--- config.mk ---
export PLATFORM = sky130hd
export DESIGN_NAME = seq_shift_unit
export DESIGN_NICKNAME = d
export VERILOG_FILES = /design/src/rtl/seq_shift_pkg.sv /design/src/rtl/shift_step.sv /design/src/rtl/seq_shift_unit.sv
export SDC_FILE = /design/constraint.sdc
export NUM_CORES = 1
export LEC_CHECK = 0
export CORE_MARGIN = 4
export CORE_UTILIZATION = 50
export CTS_BUF_LIST = sky130_fd_sc_hd__clkbuf_4 sky130_fd_sc_hd__clkbuf_8 sky130_fd_sc_hd__clkbuf_16
export CTS_CLUSTER_SIZE = 12
export DETAILED_ROUTE_END_ITERATION = 6
export HOLD_SLACK_MARGIN = 0.02
export PLACE_DENSITY = 0.87
export SETUP_SLACK_MARGIN = 0.02
export SLEW_MARGIN = 5
export SYNTH_ARGS = -nofsm -noshare
export SYNTH_HDL_FRONTEND = slang
export SYNTH_SLANG_ARGS = --single-unit
--- constraint.sdc ---
create_clock -name clk -period 2.15 [get_ports clk]
set_input_delay 0.43 -clock clk [delete_from_list [all_inputs] [get_ports clk]]
set_output_delay 0.43 -clock clk [all_outputs]
set_load 0.05 [all_outputs]
--- src/rtl/seq_shift_pkg.sv ---
// Shared types for the sequential shift engine: shift modes and FSM states.
package seq_shift_pkg;

    typedef enum logic [1:0] {
        LSR = 2'b00,
        ASR = 2'b01,
        LSL = 2'b10,
        ROR = 2'b11
    } shift_mode_e;

    typedef enum logic [1:0] {
        IDLE  = 2'd0,
        SHIFT = 2'd1,
        DONE  = 2'd2
    } state_e;

    localparam logic [1:0] MODE_LSR = 2'b00;
    localparam logic [1:0] MODE_ASR = 2'b01;
    localparam logic [1:0] MODE_LSL = 2'b10;
    localparam logic [1:0] MODE_ROR = 2'b11;

endpackage

--- src/rtl/shift_step.sv ---
// One single-bit shift step: next register value and the bit that falls out.
module shift_step
    import seq_shift_pkg::*;
#(
    parameter int WIDTH = 8
) (
    input  logic [WIDTH-1:0] q,
    input  logic             serial_in,
    input  shift_mode_e      mode,
    output logic [WIDTH-1:0] q_next,
    output logic             out_bit
);

    always_comb begin
        q_next  = q;
        out_bit = q[0];
        case (mode)
            LSR: q_next = {serial_in, q[WIDTH-1:1]};
            ASR: q_next = {q[WIDTH-1], q[WIDTH-1:1]};
            LSL: begin
                q_next  = {q[WIDTH-2:0], serial_in};
                out_bit = q[WIDTH-1];
            end
            ROR: q_next = {q[0], q[WIDTH-1:1]};
            default: q_next = q;
        endcase
    end

endmodule

--- src/rtl/seq_shift_unit.sv ---
// Multi-cycle shift engine with start/busy/done handshake.
// Optional abort input when SEQ_SHIFT_ABORT_EN is defined.
module seq_shift_unit
    import seq_shift_pkg::*;
#(
    parameter  int WIDTH = 8,
    localparam int AMT_W = $clog2(WIDTH) + 1
) (
    input  logic             clk,
    input  logic             reset_n,
    input  logic             start,
    input  logic [WIDTH-1:0] load_val,
    input  logic [1:0]       mode,
    input  logic [AMT_W-1:0] amount,
    input  logic             serial_in,
`ifdef SEQ_SHIFT_ABORT_EN
    input  logic             abort,
`endif
    output logic [WIDTH-1:0] q,
    output logic             serial_out,
    output logic             busy,
    output logic             done
);

    localparam logic [AMT_W-1:0] AMT_MAX = AMT_W'(WIDTH);
    localparam logic [AMT_W-1:0] AMT_ONE = AMT_W'(1);

    state_e           state;
    shift_mode_e      mode_r;
    logic [AMT_W-1:0] cnt;
    logic [AMT_W-1:0] amt_clamped;
    logic [WIDTH-1:0] q_next;
    logic             out_bit;

    assign amt_clamped = (amount > AMT_MAX) ? AMT_MAX : amount;

    shift_step #(.WIDTH(WIDTH)) u_step (
        .q        (q),
        .serial_in(serial_in),
        .mode     (mode_r),
        .q_next   (q_next),
        .out_bit  (out_bit)
    );

    // busy/done are registered alongside the state so they are glitch-free.
    always_ff @(posedge clk or negedge reset_n) begin
        if (!reset_n) begin
            state      <= IDLE;
            mode_r     <= LSR;
            cnt        <= '0;
            q          <= '0;
            serial_out <= 1'b0;
            busy       <= 1'b0;
            done       <= 1'b0;
        end else begin
            case (state)
                IDLE, DONE: begin
                    if (start) begin
                        q          <= load_val;
                        serial_out <= 1'b0;
                        mode_r     <= shift_mode_e'(mode);
                        cnt        <= amt_clamped;
                        if (amt_clamped == '0) begin
                            state <= DONE;
                            busy  <= 1'b0;
                            done  <= 1'b1;
                        end else begin
                            state <= SHIFT;
                            busy  <= 1'b1;
                            done  <= 1'b0;
                        end
                    end else begin
                        state <= IDLE;
                        busy  <= 1'b0;
                        done  <= 1'b0;
                    end
                end
                SHIFT: begin
`ifdef SEQ_SHIFT_ABORT_EN
                    if (abort) begin
                        // partial result is left in q for inspection
                        state <= IDLE;
                        busy  <= 1'b0;
                        done  <= 1'b0;
                    end else begin
`else
                    begin
`endif
                        q          <= q_next;
                        serial_out <= out_bit;
                        cnt        <= cnt - AMT_ONE;
                        if (cnt == AMT_ONE) begin
                            state <= DONE;
                            busy  <= 1'b0;
                            done  <= 1'b1;
                        end
                    end
                end
                default: begin
                    state <= IDLE;
                    busy  <= 1'b0;
                    done  <= 1'b0;
                end
            endcase
        end
    end

endmodule

* Word-level counts from Yosys, hierarchy flattened
Index checks and enable logic that the tools add are counted.
** Word-level totals
- Latch bits :: 0
- Output and inout bits :: 11
- Bits in read-only memories :: 0
- Register bits after elaboration :: 19
- Memories :: 0
- Word-level logic and storage cells :: 48
- RAM bits :: 0
** Cells by class
- Add/sub/neg operators :: 1
- Divide/modulo/power cells :: 0
- Bitwise logic cells :: 0
- Order comparisons :: 1
- Multipliers :: 0
- Shifts and indexed selects :: 0
- Reduce and logical (&&, ||, !) cells :: 8
- Mux-type cells :: 21
- Eq/ne operators :: 9
** Operator list (count)
- 8-bit one-hot mux with 4 select lines :: 1
- 8-bit one-hot mux with 2 select lines :: 1
- 1-bit 2-to-1 mux :: 8
- 4-bit 2-to-1 mux :: 2
- 8-bit 2-to-1 mux :: 1
- 4-bit one-hot mux with 2 select lines :: 1
- 2-bit == test, second input constant :: 3
- 2-bit 2-to-1 mux :: 3
- 2-bit inequality test, second input constant :: 3
- 1-bit one-hot mux with 2 select lines :: 3
- 2-bit by 1-bit == test with 1-bit output, second input constant :: 2
- 4-bit by 1-bit == test with 1-bit output, second input constant :: 1
- 4-bit greater-than comparator, second input constant :: 1
- 2-bit zero test :: 2
- 4-bit zero test :: 1
- 2-bit one-hot mux with 2 select lines :: 1
- 2-bit AND reduction :: 2
- 4-bit by 1-bit subtractor with 4-bit output, second input constant :: 1
- 3-bit AND reduction :: 1
- 2-bit nonzero test :: 1
- 2-bit OR reduction :: 1

* Longest topological paths before layout
- Depth after elaboration :: 6
- Depth in mapped cells :: 5
- Gate-level depth less buffers :: 5

* By module
From an unflattened synthesis, not the netlist that was laid out.
** Second synthesis, totals
- Cells, all modules :: 92
- Area, all modules :: 1073.5 um^2
** By module, submodules not included
- seq_shift_unit :: cells an instance 81, seq. area each 450.4 um^2, area an instance 910.9 um^2, instances 1
- shift_step :: cells an instance 11, seq. area each 0.0 um^2, area an instance 162.7 um^2, instances 1

* Worst setup path before layout
OpenSTA, ideal clock, no wires.
- Kind :: register to register
- From :: register state[1]
- To :: register cnt[3]
- Setup slack :: 0.658 ns
- Cell stages (with the launch flop) :: 5
- Period minus slack after synthesis :: 1.492 ns
- Arrival time :: 1.369 ns
- Required time :: 2.027 ns
- Path buffers :: 1
- Cell sequence :: dfrtp_1 > nor2b_4 > buf_6 > mux2_4 > o221a_1
** On the way
- Longest elaborated chain between the ends :: 4
- Elaborated cells between the ends (all ways) :: 8
- Classes of those cells :: 3 x eq/ne; 1 x mux; 4 x reduce/logical
** RTL lines
- start: declaration :: line seq_shift_unit.sv:28 : state_e state;
- start signal: assignment :: line seq_shift_unit.sv:48 : state <= IDLE;
- start signal: assignment :: line seq_shift_unit.sv:64 : state <= DONE;
- start signal: assignment :: line seq_shift_unit.sv:68 : state <= SHIFT;
- 2-bit == test / 2-bit zero test (equally long branches) :: line seq_shift_unit.sv:56 : case (state)
- 2-bit OR reduction :: line seq_shift_unit.sv:56
- 2-bit inequality test (no source line) / 2-bit nonzero test (equally long branches)
- 2-bit AND reduction (no source line)
- end signal: assignment :: line seq_shift_unit.sv:62 : cnt <= amt_clamped;
- end signal: assignment :: line seq_shift_unit.sv:91 : cnt <= cnt - AMT_ONE;
- end: declaration :: line seq_shift_unit.sv:30 : logic [AMT_W-1:0] cnt;
Several ways; a longest one is shown, not always the timed one.
A chain may end at the register's enable or synchronous reset.

* Worst setup path after layout
- From :: register q[2]
- To :: output q[2]
** RTL lines
- start: declaration :: line seq_shift_unit.sv:19 : output logic [WIDTH-1:0] q,
- start signal: assignment :: line seq_shift_unit.sv:59 : q <= load_val;
- start signal: assignment :: line seq_shift_unit.sv:89 : q <= q_next;
No word-level cell between the ends.

==> results_dict.tcl <==
set metrics [dict create \
    whs_ns 0.430 \
    firstDrtPassIters 4 \
    drive_gt1_frac 0.113 \
    syn_area_um2 1030 \
    timing.fmax_mhz 496 \
    r2r_cells 3 \
    cpMaxStageDelayCell "clkdlybuf4s50_1" \
    antennaDiodeCount 0 \
    synth_area_per_cell_um2 11.1 \
    path_depth 1 \
    hold_buffers 0 \
    drt_iter0_markers 11 \
    postCtsSetupRepairBufs 0 \
    place_inst 147 \
    p_sw_mw 1.09 \
    power_density_nw_per_um2 1670 \
    std_cell_rows 16 \
    slew_violations 0 \
    start_kind "flop" \
    cts_sinks 18 \
    seqPwrFrac 0.307 \
    fin_worst_skew_ns 0.00181 \
    p_sw_frac 0.475 \
    ys_top_cells_by_area "dfrtp_1 44%, mux2i_1 22%, nand2_1 3.6%" \
    grt_max_degree 19 \
    p_int_mw 1.20 \
    crit_required_ns 1.72 \
    clk_latency_ns 0.31 \
    synth_fa_ha_area_frac 0.0242 \
    min_period_ns 2.02 \
    synthXorXnorAreaFrac 0 \
    syn2layout_area_growth_pct 33.1 \
    pin_count 29 \
    mostFrequentLayoutCells "28 x clkdlybuf4s50_1, 23 x mux2i_1, 18 x dfrtp_1" \
    synth.largest_area_cell "dfrtp_1" \
    hold_viol 0 \
    fin_crit_sh 0.938 \
    yosys-mux-area-fraction 0.248 \
    grt_pass1_vias 845 \
    cp-end-kind "primary output" \
    outcome "complete, no violations" \
    drtAntennaViolNets 0 \
    clockRootBuffer "clkbuf_4" \
    dieArea_um2 2860 \
    final_nets 145 \
    vias_per_cell 5.46 \
    synth_cell_types 30 \
    crit_fanout 4 \
    synth_top_family_by_area "multiplexers" \
    combinationalPowerShare 0.596 \
    synth_seq_cells 18 \
    dp_hpwl_um 1840 \
    wl_per_cell_um 16.1 \
    max_slew_margin 0.650 \
    clock_path_buffers 2 \
    yosysWarningCount 0 \
    worst_slew_pin_slew_ns 0.523 \
    wirelength_um 2430 \
    grt.overflow.total 0 \
    total_power_mw 2.29 \
    power.leakage_nw 0.619 \
    synth_nets 113 \
    place.gp.congestion 0.802 \
    hold_path_class "primary input to async pin" \
    crit_path_cell_trace "clkdlybuf4s50_1" \
    worstPathBufferInverterCount 1 \
    synth-compound-area-share 0.0847 \
    numCtsBuffers 3 \
    drv_cap 0 \
    die_w_um 53.5 \
    ctsResizeCount 0 \
    instances_no_fill 151 \
    p_clk_frac 0.097 \
    io_buffers 28 \
    htreeDepth 1 \
    grt_pass1_wl_um 4120 \
    synthSimpleGateAreaFrac 0.159 \
    place_ws_ns 0.383 \
    clk_pin_slew_ns 0.11 \
    grt.total_usage 0.208 \
    grt_setup_unrepaired "no" \
    fin_tns_setup_ns 0 \
    core_um2 1960 \
    cts_tree "built" \
    ir_drop_mv 0.915 \
    initial_core_util 0.527 \
    grt_antenna_before_repair 0 \
    layout_commonest_cell "clkdlybuf4s50_1" \
    cp_top_family "buffers and inverters" \
    setup_viol 0 \
    ys_seq_area_frac 0.436 \
    die_h_um 53.5 \
    synth_top_cell_area_share 0.436 \
    arrival_ns 1.59 \
    remaining_drc_errors 0 \
    setup_slack_ns 0.133 \
    netlist_instances 93 \
    max_stage_delay_ns 0.85 \
    vias 825 \
    worstSetupPathType "flop to primary output" \
]
## cell type report
type,count,area (um^2)
clock buffer,4,36.3
fill,150,587
inverter,3,11.3
multi-input combinational,67,533
sequential,18,450
tap,27,33.8
timing repair buffer,32,310
## synth_stat cells
master,count
nand2_1,10
o31ai_1,1
inv_1,3
a221o_1,1
buf_4,3
nor3_1,1
nor2b_1,1
o221a_1,1
and4bb_2,2
nor2_1,3
mux2_4,1
ha_1,2
nand2b_1,3
dfrtp_1,18
a21oi_1,3
mux2i_1,23
or4_1,1
a211o_1,1
o22ai_1,1
a211oi_1,2
o21ai_0,1
nor3b_1,1
a221oi_1,1
and2b_1,1
nand3_1,3
nor2b_4,1
mux2_2,1
buf_2,1
or3b_2,1
buf_6,1
## worst paths after layout
| path | start | endpoint | slack, ns |
|---|---|---|---|
| setup / recovery | q[2] | q[2] | 0.13 |
| hold / removal | reset_n | q[7] | 0.43 |
| max in group asynchronous | reset_n | cnt[0] | 1.53 |
| min in group clk | busy | busy | 0.52 |
| setup reg to reg | state[0] | cnt[3] | 0.69 |
| hold reg to reg | busy | busy | 0.52 |
## through the flow
| step | utilization | instance area [um^2] |
|---|---|---|
| after floorplan | - | 1030 |
| after global placement | 0.682 | 1340 |
| after detailed placement | 0.682 | 1340 |
| after CTS | 0.701 | 1380 |
| after global routing | 0.701 | 1380 |
| final | 0.701 | 1380 |
## cell families (layout without fill, tap and decap cells)
| kind of cell | after synthesis | count (layout) |
|---|---|---|
| AO/OA/AOI/OAI | 12 | 12 |
| adder cells (fa/ha/maj) | 2 | 2 |
| buffers and inverters | 8 | 39 |
| flip-flops | 18 | 18 |
| multiplexers | 25 | 25 |
| AND/OR/NAND/NOR | 28 | 28 |
## power groups by stage
stage	Clock (mW)	Combinational (mW)	Sequential (mW)
finish	0.222	1.37	0.704
CTS	0.226	1.37	0.700
global route	0.238	1.48	0.731
detailed placement	0	1.37	0.705
floorplan	0	0.693	0.994
global placement	0	1.32	0.684
## worst reg2reg max path, delay by kind of cell, from the launching register on
kind | cells | cell delay [ns]
AO/OA/AOI/OAI | 1 | 0.22
flip-flops | 1 | 0.44
multiplexers | 1 | 0.33
AND/OR/NAND/NOR | 1 | 0.36
## per-layer routing
metal / share of wire / routed length [um] / global-route usage / up-vias
li1: - / - / - / 399
met1: 0.41 / 1000 / 0.239 / 398
met2: 0.53 / 1290 / 0.359 / 23
met3: 0.032 / 77 / 0.0338 / 5
met4: 0.022 / 54 / 0.119 / 0
met5: 0 / 0 / 0 / -
## registers in the layout (all words and copies together) (netlist names)
signal / flops
serial_out: 1
busy: 1
state: 2
q: 8
cnt: 4
mode_r: 2
Power figures use the tool's default switching activity.
